$ cat src/rtl/arb_fifo_bridge.sv
// First-word-fall-through FIFO between an arbiter write port and a downstream consumer,
// with accepted-word and dropped-word counters.
module arb_fifo_bridge #(
  parameter int unsigned DEPTH           = 16,
  parameter int unsigned NEAR_FULL_LEVEL = 12
) (
  input  logic                     BUS_CLK,
  input  logic                     BUS_RST_N,
  input  logic                     CLEAR,
  input  logic                     ARB_WRITE,
  input  logic [31:0]              ARB_DATA,
  output logic                     ARB_READY,
  output logic                     FIFO_FULL,
  output logic                     FIFO_NEAR_FULL,
  output logic                     OUT_VALID,
  output logic [31:0]              OUT_DATA,
  input  logic                     OUT_READY,
  output logic [$clog2(DEPTH):0]   FILL_LEVEL,
  output logic [31:0]              WORD_COUNT,
  output logic [7:0]               LOST_COUNT
);

  localparam int unsigned AddrW = $clog2(DEPTH);
  localparam int unsigned PtrW  = AddrW + 1;

  localparam logic [AddrW:0] FullLvl = {1'b1, {AddrW{1'b0}}};
  localparam logic [AddrW:0] NearLvl = NEAR_FULL_LEVEL[AddrW:0];

  logic [31:0]     mem [DEPTH];
  logic [PtrW-1:0] wr_ptr_q, wr_ptr_d;
  logic [PtrW-1:0] rd_ptr_q, rd_ptr_d;
  logic [31:0]     word_count_q, word_count_d;
  logic [7:0]      lost_count_q, lost_count_d;

  logic [PtrW-1:0] fill;
  logic            full;
  logic            empty;
  logic            wr_en;
  logic            drop;
  logic            pop;

  // Status is derived from registered pointers only, so ARB_READY has no path from OUT_READY.
  always_comb begin
    fill  = wr_ptr_q - rd_ptr_q;
    full  = (fill == FullLvl);
    empty = (wr_ptr_q == rd_ptr_q);
    wr_en = ARB_WRITE & ~full & ~CLEAR;
    drop  = ARB_WRITE & full & ~CLEAR;
    pop   = OUT_READY & ~empty & ~CLEAR;
  end

  always_comb begin
    wr_ptr_d     = wr_ptr_q;
    rd_ptr_d     = rd_ptr_q;
    word_count_d = word_count_q;
    lost_count_d = lost_count_q;
    if (CLEAR) begin
      wr_ptr_d     = '0;
      rd_ptr_d     = '0;
      word_count_d = '0;
      lost_count_d = '0;
    end else begin
      if (wr_en) begin
        wr_ptr_d     = wr_ptr_q + 1'b1;
        word_count_d = word_count_q + 32'd1;
      end
      if (pop) begin
        rd_ptr_d = rd_ptr_q + 1'b1;
      end
      if (drop && (lost_count_q != 8'hFF)) begin
        lost_count_d = lost_count_q + 8'd1;
      end
    end
  end

  always_ff @(posedge BUS_CLK or negedge BUS_RST_N) begin
    if (!BUS_RST_N) begin
      wr_ptr_q     <= '0;
      rd_ptr_q     <= '0;
      word_count_q <= '0;
      lost_count_q <= '0;
    end else begin
      wr_ptr_q     <= wr_ptr_d;
      rd_ptr_q     <= rd_ptr_d;
      word_count_q <= word_count_d;
      lost_count_q <= lost_count_d;
    end
  end

  // Storage is intentionally not reset; stale words are unreachable once pointers clear.
  always_ff @(posedge BUS_CLK) begin
    if (wr_en) begin
      mem[wr_ptr_q[AddrW-1:0]] <= ARB_DATA;
    end
  end

  always_comb begin
    ARB_READY      = ~full;
    FIFO_FULL      = full;
    FIFO_NEAR_FULL = (fill >= NearLvl);
    OUT_VALID      = ~empty;
    OUT_DATA       = mem[rd_ptr_q[AddrW-1:0]];
    FILL_LEVEL     = fill;
    WORD_COUNT     = word_count_q;
    LOST_COUNT     = lost_count_q;
  end

endmodule

$ cat config.mk
export PLATFORM = sky130hd
export DESIGN_NAME = arb_fifo_bridge
export DESIGN_NICKNAME = d
export VERILOG_FILES = /design/src/rtl/arb_fifo_bridge.sv
export SDC_FILE = /design/constraint.sdc
export NUM_CORES = 1
export LEC_CHECK = 0
export CORE_ASPECT_RATIO = 1.1
export CORE_MARGIN = 2
export CORE_UTILIZATION = 41
export CTS_BUF_LIST = sky130_fd_sc_hd__clkbuf_16
export CTS_CLUSTER_DIAMETER = 150
export DETAILED_ROUTE_END_ITERATION = 8
export REMOVE_ABC_BUFFERS = 1
export SLEW_MARGIN = 20
export SYNTH_ARGS = -nofsm -noshare
export SYNTH_HDL_FRONTEND = slang
export SYNTH_SLANG_ARGS = --single-unit
$ cat constraint.sdc
create_clock -name BUS_CLK -period 6.09 [get_ports BUS_CLK]
set_input_delay 0.9135 -clock BUS_CLK [delete_from_list [all_inputs] [get_ports BUS_CLK]]
set_output_delay 0.9135 -clock BUS_CLK [all_outputs]
set_load 0.03 [all_outputs]
==> qor.yml, run 1 <==
run_status:
  status: "completed"
logic_synthesis:
  synth.avg_cell_area_um2: 18.2
  synth_top_cells_by_area: "edfxtp_1 (69%), mux4_2 (13%), dfrtp_1 (5.6%)"
  ys_warn_count: 0
  yosysTopAreaCell: "edfxtp_1"
  yosys_register_bits: 562
  synth_top_area_share_pct: 68.9
  synth_edf_count: 512
  yosysSeqAreaShare_pct: 74.5
  synth.most_common_cell: "edfxtp_1"
  synth_ff_type: "edfxtp_1"
  synth_commonest_cells: "edfxtp_1 (512), nand2_1 (156), mux4_2 (128)"
  netlist_instances: 1224
  synth_area_mm2: 0.0223
  ys_async_sr_fraction_pct: 8.90
  ys_types: 45
placement:
  dp_hpwl_um: 26700
  portBuffers: 117
  place_area_mm2: 0.0245
  gp_congestion: 0.766
sta:
  final.setup_skew_ns: 0.0269
  finalSetupViolCount: 0
  timing.fmax_mhz: 206
  finalCritPeriodShare_pct: 79.5
  timing.final.crit_period_ns: 4.84
  slew_headroom_pct: 34.0
  finalHoldViolCount: 0
  tightestPinTransition_ns: 0.990
  setup_tns_ns: 0
  slew_viol_final: 0
  rsz0062_at_grt: "false"
cells_and_area:
  drive_above_1_share_pct: 19.2
  regArea_mm2: 0.0166
  fin_util_pct: 49.1
  antenna_cells: 0
  multi_input_area_mm2: 0.00547
  final_area_mm2: 0.0264
  syn2layout_area_growth_pct: 18.2
  fill_cells: 4549
  nNetsFinal: 1412
clock_network:
  cts_buffers: 55
  clock_path_buffers: 3
  clk_latency_ns: 0.62
  clk_pin_slew_worst_paths_ns: 0.06
  post_cts_buffers: 0
  cts_hold_buf: 0
  cts_tree: "done"
  cts_sinks: 562
  clockRootBuffer: "clkbuf_16"
  cts.htree.levels: 2
  cts_resized: 0
global_route:
  globalRouteOverflowTotal: 0
  grt_max_degree: 113
  track_usage_pct: 18.3
  grt_pass1_vias: 12205
  antenna_found_initial: 2
  grt_pass1_wl_um: 76800
floorplan:
  die-area_mm2: 0.0563
  start_util_pct: 41.6
  ios: 118
  row_count: 89
  die_w_um: 226
  die_y_um: 249
  core_area_mm2: 0.0537
route:
  ant_nets: 0
  post_drt_wl_per_cell_um: 23.8
  drt_pass1_iterations: 5
  num_vias: 11767
  wl_um: 50700
  drtIter0Drc: 947
  viasPerCell: 5.51
  post-route-drc-count: 0
worst_setup_path:
  endpoint_kind: "primary output"
  crit_type: "flop to primary output"
  critPathMaxFanout: 112
  worst_ep_required_time_ns: 5.18
  crit_arrival_ns: 3.93
  r2r_cells: 9
  cp-start-kind: "flop"
power:
  ir_worst_vdd_mv: 0.329
  powerDensity_mw_per_mm2: 370
  p_leak_nw: 8.40
job:
  maxCapViolCount: 0
hold_path:
  min_path_type: "input port to asynchronous set/reset pin"
## cells by family (layout without fill, tap and decap cells)
kind of cell / after synthesis / count (layout) / share of synthesized area [%]
DFF: 562 / 562 / 74.5
and+or+nand+nor: 307 / 307 / 6.54
muxes: 130 / 130 / 13.0
AOI/OAI and AO/OA: 114 / 114 / 3.06
buffers and inverters: 86 / 270 / 1.54
xor gates and xnor gates: 13 / 13 / 0.611
adders and majority gates: 12 / 12 / 0.707
## cell type report
cell class	count	area share (%)
clock buffers	56	5.31
clock inverters	46	1.69
inverters	18	0.256
multi-input cells	576	20.7
flip-flops and latches	562	63.1
well taps	728	3.45
repair buffers	150	5.48
## registers in the layout, summed over array words and instances (netlist names)
signal	flops
mem	512
WORD_COUNT	32
LOST_COUNT	8
rd_ptr_q	5
wr_ptr_q	5
## critical path, stage by stage (launching register included)
cell	delay (ns)
dfrtp_4	0.71
buf_12	0.74
mux4_2	0.39
nand2_1	0.05
and3_1	0.19
a31oi_1	0.32
clkdlybuf4s50_1	0.75
## where the power goes
| part | leakage, nW | switching [W] | internal [W] |
|---|---|---|---|
| clock network | 0.958 | 0.00144 | 0.00201 |
| logic | 2.14 | 0.00105 | 0.000893 |
| registers | 5.30 | 0.0000787 | 0.00429 |
## routing by layer
metal  track usage (%)  wire, µm  part of all wire (%)
met3              2.66      2190                   4.3
met2              31.1     26300                    52
met1              24.7     21200                    42
met4              5.15      1040                   2.0
met5                 0        16                 0.032
## path summary, 6_finish.rpt
kind	from	endpoint	slack [ns]
setup reg to reg	rd_ptr_q[1]	mem[13][15]	1.80
max in group asynchronous	BUS_RST_N	rd_ptr_q[1]	5.14
hold / removal	BUS_RST_N	WORD_COUNT[20]	0.42
setup / recovery	rd_ptr_q[0]	OUT_DATA[20]	1.25
hold reg to reg	WORD_COUNT[1]	WORD_COUNT[1]	0.58
min in group BUS_CLK	WORD_COUNT[1]	WORD_COUNT[1]	0.58
## cell usage in the layout, fill, tap and decap left out, types with 12 or more instances in the layout
cell             count
or3_1               23
nand3_1             18
dfrtp_1             46
a31oi_1             32
inv_1               33
o21ai_0             22
edfxtp_1           512
nand2_1            156
clkdlybuf4s50_1    115
clkinv_1            12
or4_1               14
nor2_1              22
o31ai_1             12
buf_4               30
a21oi_1             38
clkbuf_16           56
and3_1              33
mux4_2             128
## through the flow
step | instances | hold slack, ns | power [W] | worst slack (ns)
CTS | 2136 | 0.417 | 0.00988 | 1.06
finish | 2136 | 0.421 | 0.00975 | 1.25
detailed placement | 2034 | 0.564 | 0.00642 | 1.77
floorplan | 1156 | 0.560 | 0.00588 | -4.59
global placement | 2034 | 0.551 | 0.00642 | 1.79
global route | 2136 | 0.469 | 0.0101 | 0.977
Note: power is estimated with default switching activity, not from simulation.
==> run 2, diff against run 1 <==
==> constraint.sdc (replaced) <==
create_clock -name BUS_CLK -period 4.9 [get_ports BUS_CLK]
set_input_delay 0.735 -clock BUS_CLK [delete_from_list [all_inputs] [get_ports BUS_CLK]]
set_output_delay 0.735 -clock BUS_CLK [all_outputs]
set_load 0.03 [all_outputs]
==> qor.yml, run 2 (synthesized netlist as in run 1, its figures left out) <==
cells_and_area:
  largest_reg_flops: 512  # unchanged
  mostFrequentLayoutCell: "edfxtp_1"
  instances_no_fill: 2139  # +0.14%
  nNetsFinal: 1418  # +0.42%
  antenna_cells: 0  # unchanged
  syn2layout_area_growth_pct: 17.6
  most-common-layout-cells: "edfxtp_1 (512), nand2_1 (156), mux4_2 (128)"
  drive_above_1_share_pct: 19.3  # +0.10 points
placement:
  portBuffers: 117  # unchanged
  dp.cells: 2040  # +0.29%
  gp_congestion: 0.765  # about the same
  dp_hpwl_um: 27500  # +2.7%
worst_setup_path:
  worst-path-buf-inv: 2  # unchanged
  worst_ep_required_time_ns: 4.16  # -1.02 ns
  crit_type: "flop to primary output"
  endpoint_kind: "primary output"
  cp_cell_sequence: "buf_4 -> mux4_2 -> nand2_1 -> and3_1 -> a31oi_1 -> clkdlybuf4s50_1"
  path_depth: 6  # unchanged
  cp-start-kind: "flop"
  crit_family: "buffers and inverters"
  r2r_end: "mem[4][11]"
  rrSetupSlack_ns: 1.13  # -0.67 ns
  cp-endpoint: "OUT_DATA[8]"
  r2r_cells: 8  # -1
  critPathSlowestCell: "clkdlybuf4s50_1"
  crit_arrival_ns: 3.64  # -0.29 ns
  r2r_start: "wr_ptr_q[3]"
  startpoint: "rd_ptr_q[2]"
  critPathMaxStageDelay_ns: 0.77  # +0.02 ns
  critPathMaxFanout: 53  # -53%
floorplan:
  die_w_um: 226  # unchanged
  die-area_mm2: 0.0563  # unchanged
  core_area_mm2: 0.0537  # unchanged
  ios: 118  # unchanged
  die_y_um: 249  # unchanged
  start_util_pct: 41.6  # unchanged
  row_count: 89  # unchanged
clock_network:
  cts.htree.levels: 2  # unchanged
  cts_sinks: 562  # unchanged
  clockRootBuffer: "clkbuf_16"
  clock_path_buffers: 3  # unchanged
  cts_tree: "done"
  clk_latency_ns: 0.62  # about the same
  post_cts_buffers: 0  # unchanged
  cts_resized: 0  # unchanged
  clk_pin_slew_worst_paths_ns: 0.06  # about the same
  cts_buffers: 55  # unchanged
  cts_hold_buf: 0  # unchanged
hold_path:
  min_path_type: "input port to asynchronous set/reset pin"
route:
  post_drt_wl_per_cell_um: 23.8  # about the same
  post-route-drc-count: 0  # unchanged
  wl_um: 50900  # +0.23%
  drtIter0Drc: 867  # -8.4%
  viasPerCell: 5.54  # +0.59%
  num_vias: 11853  # +0.73%
  ant_nets: 0  # unchanged
  drt_pass1_iterations: 7  # +2
global_route:
  grt_max_degree: 83  # -27%
  grt_pass1_vias: 12332  # +1.0%
  track_usage_pct: 18.5  # +0.15 points
  globalRouteOverflowTotal: 0  # unchanged
  antenna_found_initial: 0  # -2
  grt_pass1_wl_um: 77100  # +0.48%
power:
  p_int_w: 0.00858  # +19%
  powerDensity_mw_per_mm2: 448  # +21%
  comb_power_share_pct: 21.0  # +1.1 points
  p_leak_nw: 8.35  # -0.68%
  power_switching_share_pct: 26.9  # +0.63 points
  ir_worst_vdd_mv: 0.346  # +5.2%
  p_sw_w: 0.00316  # +23%
  p_seq_share_pct: 45.8  # +1.0 points
  p_clk_share_pct: 33.2  # -2.1 points
sta:
  timing.fmax_mhz: 229
  finalCritPeriodShare_pct: 89.3
  hold_slack_ns: 0.142  # -0.279 ns
  finalSetupViolCount: 0  # unchanged
  slew_viol_final: 0  # unchanged
  rsz0062_at_grt: "false"
  final.setup_skew_ns: 0.0207  # -0.00617 ns
  slew_headroom_pct: 46.2  # +12 points
  finalHoldViolCount: 0  # unchanged
  tightestPinTransition_ns: 0.807  # -0.183 ns
  timing.final.crit_period_ns: 4.38
job:
  maxCapViolCount: 0  # unchanged
run_status:
  status: "completed"
run 2: changes by cell type in the layout (fill, tap and decap cells not counted), sizes merged:
cell,before,now
buf,35,45
clkbuf,56,55
clkinv,20,25
bufinv,8,2
inv,34,33
clkdlybuf4s50,115,111
run 2: final cells by class:
class	instances	area (µm²)
Inverter	18	67.6
Tap cell	728	911
Timing Repair Buffer	156	1490
Clock inverter	44	289
Multi-Input combinational cell	576	5470
Fill cell	4516	27400
Sequential cell	562	16600
Clock buffer	55	1380
run 2: metal layers:
layer  GRT usage [%]  vias up  wire length, µm  share of wire [%]
met1            25.1     6270            21300                 42
met5               0        -                0                  0
met3            2.92       86             2380                4.7
met2            31.0      310            25900                 51
met4            5.08        0             1280                2.5
li1                -     5187                -                  -
run 2: worst min path at each step:
stage | start | to | slack (ns) | cells after the start
6_report | BUS_RST_N | WORD_COUNT[20] | 0.14 | 1
3_3_place_gp | WORD_COUNT[30] | WORD_COUNT[30] | 0.55 | 2
4_1_cts | BUS_RST_N | WORD_COUNT[20] | 0.12 | 1
5_1_grt | BUS_RST_N | WORD_COUNT[20] | 0.16 | 1
2_1_floorplan | BUS_RST_N | LOST_COUNT[0] | 0.44 | 0
3_5_place_dp | WORD_COUNT[29] | WORD_COUNT[29] | 0.57 | 2
run 2: through the flow:
stage	cell area (µm²)	total power (W)	setup WS, ns	utilization (%)	TNS [ns]
2_1_floorplan	22000	0.00731	-5.78	-	-2601.58
4_1_cts	26200	0.0119	0.506	48.9	0
6_report	26200	0.0117	0.524	48.9	0
3_5_place_dp	24600	0.00799	1.15	45.8	0
3_3_place_gp	24600	0.00799	1.16	45.8	0
5_1_grt	26200	0.0122	0.373	48.9	0
run 2: power groups by stage:
stage / sequential (W) / combinational, W / clock (W)
final: 0.00538 / 0.00247 / 0.00390
after CTS: 0.00538 / 0.00252 / 0.00399
after global routing: 0.00538 / 0.00267 / 0.00418
after global placement: 0.00547 / 0.00251 / 0
after detailed placement: 0.00548 / 0.00251 / 0
after floorplan: 0.00570 / 0.00161 / 0
==> run 3, diff against run 2 <==
--- a/config.mk
+++ b/config.mk
@@ -12,7 +12,6 @@
 export CTS_CLUSTER_DIAMETER = 150
 export DETAILED_ROUTE_END_ITERATION = 8
 export REMOVE_ABC_BUFFERS = 1
-export SLEW_MARGIN = 20
 export SYNTH_ARGS = -nofsm -noshare
 export SYNTH_HDL_FRONTEND = slang
 export SYNTH_SLANG_ARGS = --single-unit
==> qor.yml, run 3 (synthesized netlist as in run 1, its figures left out) <==
run_status:
  status: "completed"
placement:
  place_area_mm2: 0.0246  # unchanged
  portBuffers: 117  # unchanged
  dp.cells: 2040  # unchanged
  gp_congestion: 0.765  # unchanged
  dp_hpwl_um: 27500  # unchanged
route:
  viasPerCell: 5.53  # -0.21%
  num_vias: 11828  # -0.21%
  drt_pass1_iterations: 5  # -2
  post-route-drc-count: 0  # unchanged
  wl_um: 50900  # about the same
  drtIter0Drc: 874  # +0.81%
  ant_nets: 0  # unchanged
  post_drt_wl_per_cell_um: 23.8  # about the same
floorplan:
  die_w_um: 226  # unchanged
  die_y_um: 249  # unchanged
  core_area_mm2: 0.0537  # unchanged
  ios: 118  # unchanged
  die-area_mm2: 0.0563  # unchanged
  row_count: 89  # unchanged
  start_util_pct: 41.6  # unchanged
cells_and_area:
  fill_cells: 4519  # +0.066%
  nNetsFinal: 1418  # unchanged
  most-common-layout-cells: "edfxtp_1 (512), nand2_1 (156), mux4_2 (128)"
  multi_input_area_mm2: 0.00546  # -0.18%
  syn2layout_area_growth_pct: 17.5  # about the same
  instances_no_fill: 2139  # unchanged
  regArea_mm2: 0.0166  # unchanged
  final_area_mm2: 0.0262  # about the same
  mostFrequentLayoutCell: "edfxtp_1"
  largest_reg_flops: 512  # unchanged
  antenna_cells: 0  # unchanged
  drive_above_1_share_pct: 19.3  # unchanged
worst_setup_path:
  r2r_start: "wr_ptr_q[0]"
  endpoint_kind: "primary output"
  cp_cell_sequence: "buf_4 -> mux4_2 -> nand2_1 -> and3_1 -> a31oi_1 -> clkdlybuf4s50_1"
  critPathMaxStageDelay_ns: 0.76  # about the same
  startpoint: "rd_ptr_q[2]"
  critPathSlowestCell: "clkdlybuf4s50_1"
  worst_ep_required_time_ns: 4.16  # about the same
  critPathMaxFanout: 53  # unchanged
  crit_type: "flop to primary output"
  cp-start-kind: "flop"
  crit_arrival_ns: 3.63  # about the same
sta:
  hold_slack_ns: 0.138  # -0.00427 ns
  timing.final.crit_period_ns: 4.37  # -0.00891 ns
  slew_headroom_pct: 23.4  # -23 points
  timing.fmax_mhz: 229  # +0.20%
  finalCritPeriodShare_pct: 89.1  # -0.18 points
  setup_tns_ns: 0  # unchanged
  tightestPinTransition_ns: 1.15  # +0.340 ns
  finalSetupViolCount: 0  # unchanged
  final.setup_skew_ns: 0.0235  # +0.00281 ns
  finalHoldViolCount: 0  # unchanged
  slew_viol_final: 0  # unchanged
  rsz0062_at_grt: "false"
hold_path:
  min_path_type: "input port to asynchronous set/reset pin"
clock_network:
  clockRootBuffer: "clkbuf_16"
  cts_buffers: 55  # unchanged
  clock_path_buffers: 3  # unchanged
  post_cts_buffers: 0  # unchanged
  cts_tree: "done"
  cts.htree.levels: 2  # unchanged
  cts_resized: 0  # unchanged
  cts_sinks: 562  # unchanged
  clk_pin_slew_worst_paths_ns: 0.06  # about the same
  clk_latency_ns: 0.62  # about the same
  cts_hold_buf: 0  # unchanged
job:
  maxCapViolCount: 0  # unchanged
power:
  p_leak_nw: 8.34  # about the same
  powerDensity_mw_per_mm2: 448  # about the same
  ir_worst_vdd_mv: 0.347  # +0.20%
global_route:
  grt_pass1_wl_um: 77100  # unchanged
  antenna_found_initial: 0  # unchanged
  track_usage_pct: 18.5  # unchanged
  grt_pass1_vias: 12332  # unchanged
  globalRouteOverflowTotal: 0  # unchanged
  grt_max_degree: 83  # unchanged
run 3: final cells by class:
type,count,area share (%)
clock buffers,55,5.25
clock inverters,44,1.10
inverters,18,0.258
multi-input cells,576,20.8
flip-flops and latches,562,63.5
well taps,728,3.47
repair buffers,156,5.65
run 3: final timing paths:
| check | to | slack (ns) | cells after the start |
|---|---|---|---|
| worst min register to register | WORD_COUNT[29] | 0.58 | 2 |
| worst max-delay path | OUT_DATA[8] | 0.53 | 6 |
| worst max register to register | mem[4][1] | 1.15 | 10 |
| worst min-delay path | WORD_COUNT[20] | 0.14 | 1 |
| min in group BUS_CLK | WORD_COUNT[29] | 0.58 | 2 |
| max in group asynchronous | rd_ptr_q[2] | 3.96 | 2 |
run 3: critical path: cells and delay by family (launching register included):
kind                   cells  cell delay, ns
AO/OA/AOI/OAI              1            0.35
AND/OR/NAND/NOR            2            0.27
multiplexers               1            0.34
flip-flops                 1            0.56
buffers and inverters      2            1.46
run 3: routing by layer:
| metal | track usage [%] | vias to the layer above | part of all wire, % |
|---|---|---|---|
| met5 | 0 | - | 0 |
| met1 | 25.1 | 6263 | 42 |
| met4 | 5.08 | 0 | 2.5 |
| li1 | - | 5188 | - |
| met2 | 31.0 | 292 | 51 |
| met3 | 2.92 | 85 | 4.5 |
run 3: report_power, final:
part / total (W) / switching (W) / internal, W
logic: 0.00247 / 0.00136 / 0.00111
registers: 0.00538 / 0.0000473 / 0.00533
clock network: 0.00390 / 0.00176 / 0.00214
total: 0.0117 / 0.00316 / 0.00858
run 3: through the flow:
| step | setup slack, ns | util [%] | total power [W] |
|---|---|---|---|
| after floorplan | -5.78 | - | 0.00731 |
| after global placement | 1.16 | 45.8 | 0.00799 |
| after detailed placement | 1.15 | 45.8 | 0.00799 |
| after CTS | 0.506 | 48.9 | 0.0119 |
| after global routing | 0.373 | 48.9 | 0.0122 |
| final | 0.533 | 48.9 | 0.0117 |
==> RTL edit (flow settings as in run 1) <==
The parameter `DEPTH` goes from 16 to 8.
--- a/src/rtl/arb_fifo_bridge.sv
+++ b/src/rtl/arb_fifo_bridge.sv
@@ -1,7 +1,7 @@
 // First-word-fall-through FIFO between an arbiter write port and a downstream consumer,
 // with accepted-word and dropped-word counters.
 module arb_fifo_bridge #(
-  parameter int unsigned DEPTH           = 16,
+  parameter int unsigned DEPTH           = 8,
   parameter int unsigned NEAR_FULL_LEVEL = 12
 ) (
   input  logic                     BUS_CLK,
Interface: changed (resized FILL_LEVEL); port bits go from 118 to 117. No check against the original RTL was run, so the function may have changed too.
==> RTL edit against run 1 <==
- area after synthesis down 45%
- sequential cell count down 258
- global-route usage down 1.8 points
- final area down 43%
- worst setup slack better by 340 ps
- power down 41%
- via count down 41%
- worst hold slack better by 62 ps
- register-to-register slack better by 690 ps
- critical path depth up 1
- routed wire length down 50%
- die area down 44%
==> RTL edit: results (changes against run 1) <==
Parameter                              Value

Outcome
  Result of the run ... complete, no violations

Placement
  Area of placed instances ... 14000 sq um (-43%)
  Final weighted congestion of routability-driven global placement ... 0.741 (-3.3%)
  Post-detail-place hpwl ... 13.7 mm (-49%)
  Pre-CTS setup slack ... 2120 ps (+352 ps)
  Number of input and output port buffers inserted ... 116 (-0.85%)

Timing
  Transition time at the pin with the least slew margin ... 981 ps (-9.49 ps)
  Share of the clock period used by the worst path ... 0.739 (-0.0565)
  Skew final ... 10.3 ps (-16.6 ps)

Yosys
  Sequential area share after synthesis ... 0.720 (-0.0256)
  Number of enable flip-flop cells after synthesis ... 256 (-50%)
  Top cells by area, synth ... sky130_fd_sc_hd__edfxtp_1 62%, sky130_fd_sc_hd__mux4_2 12%, sky130_fd_sc_hd__dfrtp_1 9.7%
  Main flop type after synthesis ... sky130_fd_sc_hd__edfxtp_1
  Async SR Flop Fraction ... 0.158 (+0.0689)
  Most common library cells after synthesis ... 256 x sky130_fd_sc_hd__edfxtp_1, 119 x sky130_fd_sc_hd__nand2_1, 64 x sky130_fd_sc_hd__mux4_2
  Number of different library cells in the post-synthesis netlist ... 47 (+4.4%)
  Total of warnings raised by yosys ... 0 (unchanged)

Global route
  Overall fraction of global-route tracks in use ... 0.165 (-0.0182)
  Wire length of the first global-routing pass ... 40.3 mm (-48%)
  Largest net degree at the start of global routing ... 68 (-40%)
  Via count of the first global-routing pass ... 7214 (-41%)
  Number of antenna violations at the first check in global routing ... 3 (+1)

Critical path
  Arrival time at the worst endpoint ... 3590 ps (-340 ps)
  Worst reg2reg setup slack ... 2490 ps (+690 ps)
  Worst-path fanout max ... 24 (-79%)
  CP startpoint ... rd_ptr_q[0]
  Capturing point of the worst reg2reg path ... mem[7][13]
  Capture point of the critical path ... FIFO_FULL
  Beginning of the worst register-to-register path ... rd_ptr_q[2]
  R2r worst-path depth ... 9 (unchanged)

Route
  Initial drt markers ... 463 (-51%)
  Number of search-and-repair iterations in the first detailed-routing pass ... 4 (-1)
  Vias per cell ... 5.44 (-1.3%)
  Routed len/inst ... 19.9 um (-16%)

Die
  Area of the core ... 29600 sq um (-45%)

Clocking
  Master cell of the clock root buffer ... sky130_fd_sc_hd__clkbuf_16
  Post_cts resized ... 0 (unchanged)
  Setup Fix Bufs, Post-CTS ... 0 (unchanged)
  H-Tree Level Count ... 1 (-1)
  Total clock buffers created by CTS ... 31 (-44%)
  Register clock-pin slew on the reported worst setup and hold paths ... 70 ps
  Worst-case clock buffer depth ... 3 (unchanged)
  Insertion delay of the later-clocked pin in the worst-skew pair ... 540 ps (-80 ps)

Cells and area
  Number of filler cells placed in the layout ... 2443 (-46%)
  Layout net count ... 922 (-35%)
  Share of layout cells above drive strength 1 ... 0.164 (-0.0282)
  Number of flip-flops under the largest register name ... 256 (-50%)

Hold path
  Hold WC Path Type ... in2async

Power
  Leak Pwr ... 4.98 nW (-41%)
  Net Sw Frac ... 0.290 (+0.0266)
  Peak supply drop ... 0.295 mV (-10%)
## RTL edit: routing by layer
layer | GRT usage | vias up | share of wire
met5 | 0 | - | 0.0012
met4 | 0.0362 | 4 | 0.017
met3 | 0.0400 | 41 | 0.064
met2 | 0.269 | 177 | 0.47
met1 | 0.227 | 3527 | 0.45
li1 | - | 3191 | -
## RTL edit: stage by stage
stage	setup TNS [ps]	cells
final	0	1276
after global routing	0	1276
after CTS	0	1275
after detailed placement	0	1218
after global placement	0	1218
after floorplan	-1123060	711
## RTL edit: worst max-delay path, stage by stage (launching register included)
cell	delay (ps)
sky130_fd_sc_hd__dfrtp_4	740
sky130_fd_sc_hd__ha_1	290
sky130_fd_sc_hd__inv_1	60
sky130_fd_sc_hd__fa_1	370
sky130_fd_sc_hd__xor2_1	190
sky130_fd_sc_hd__or3_4	380
sky130_fd_sc_hd__nor3_1	280
sky130_fd_sc_hd__clkdlybuf4s50_1	740
## RTL edit: how the worst min path moves through the flow
stage / from / depth (start not counted) / end / slack, ps
2_1_floorplan: rd_ptr_q[3] / 2 / rd_ptr_q[3] / 560
3_3_place_gp: WORD_COUNT[21] / 2 / WORD_COUNT[21] / 550
3_5_place_dp: WORD_COUNT[31] / 2 / WORD_COUNT[31] / 550
4_1_cts: BUS_RST_N / 2 / WORD_COUNT[20] / 490
5_1_grt: BUS_RST_N / 2 / WORD_COUNT[31] / 530
6_report: BUS_RST_N / 2 / WORD_COUNT[31] / 480
## RTL edit: power groups by stage
stage / logic (mW) / registers, mW / clock network [mW]
floorplan: 0.916 / 2.57 / 0
global placement: 1.52 / 2.50 / 0
detailed placement: 1.52 / 2.50 / 0
CTS: 1.53 / 2.46 / 1.89
global route: 1.62 / 2.47 / 1.97
finish: 1.51 / 2.45 / 1.84
## RTL edit: logic make-up after synthesis
family / share of synthesized area
AO/OA/AOI/OAI: 0.0374
XOR/XNOR: 0.00709
adder cells (fa/ha/maj): 0.00871
buffers and inverters: 0.0156
flip-flops: 0.720
multiplexers: 0.121
AND/OR/NAND/NOR: 0.0906
## RTL edit: cell type report
type | instances | area (sq um) | share of cell area
Clock buffer | 31 | 776 | 0.0516
Sequential cell | 304 | 8890 | 0.592
Tap cell | 374 | 468 | 0.0311
Multi-Input combinational cell | 394 | 3330 | 0.222
Antenna cell | 1 | 2.50 | 0.000167
Timing Repair Buffer | 133 | 1280 | 0.0851
Clock inverter | 26 | 226 | 0.0151
Inverter | 13 | 48.8 | 0.00325
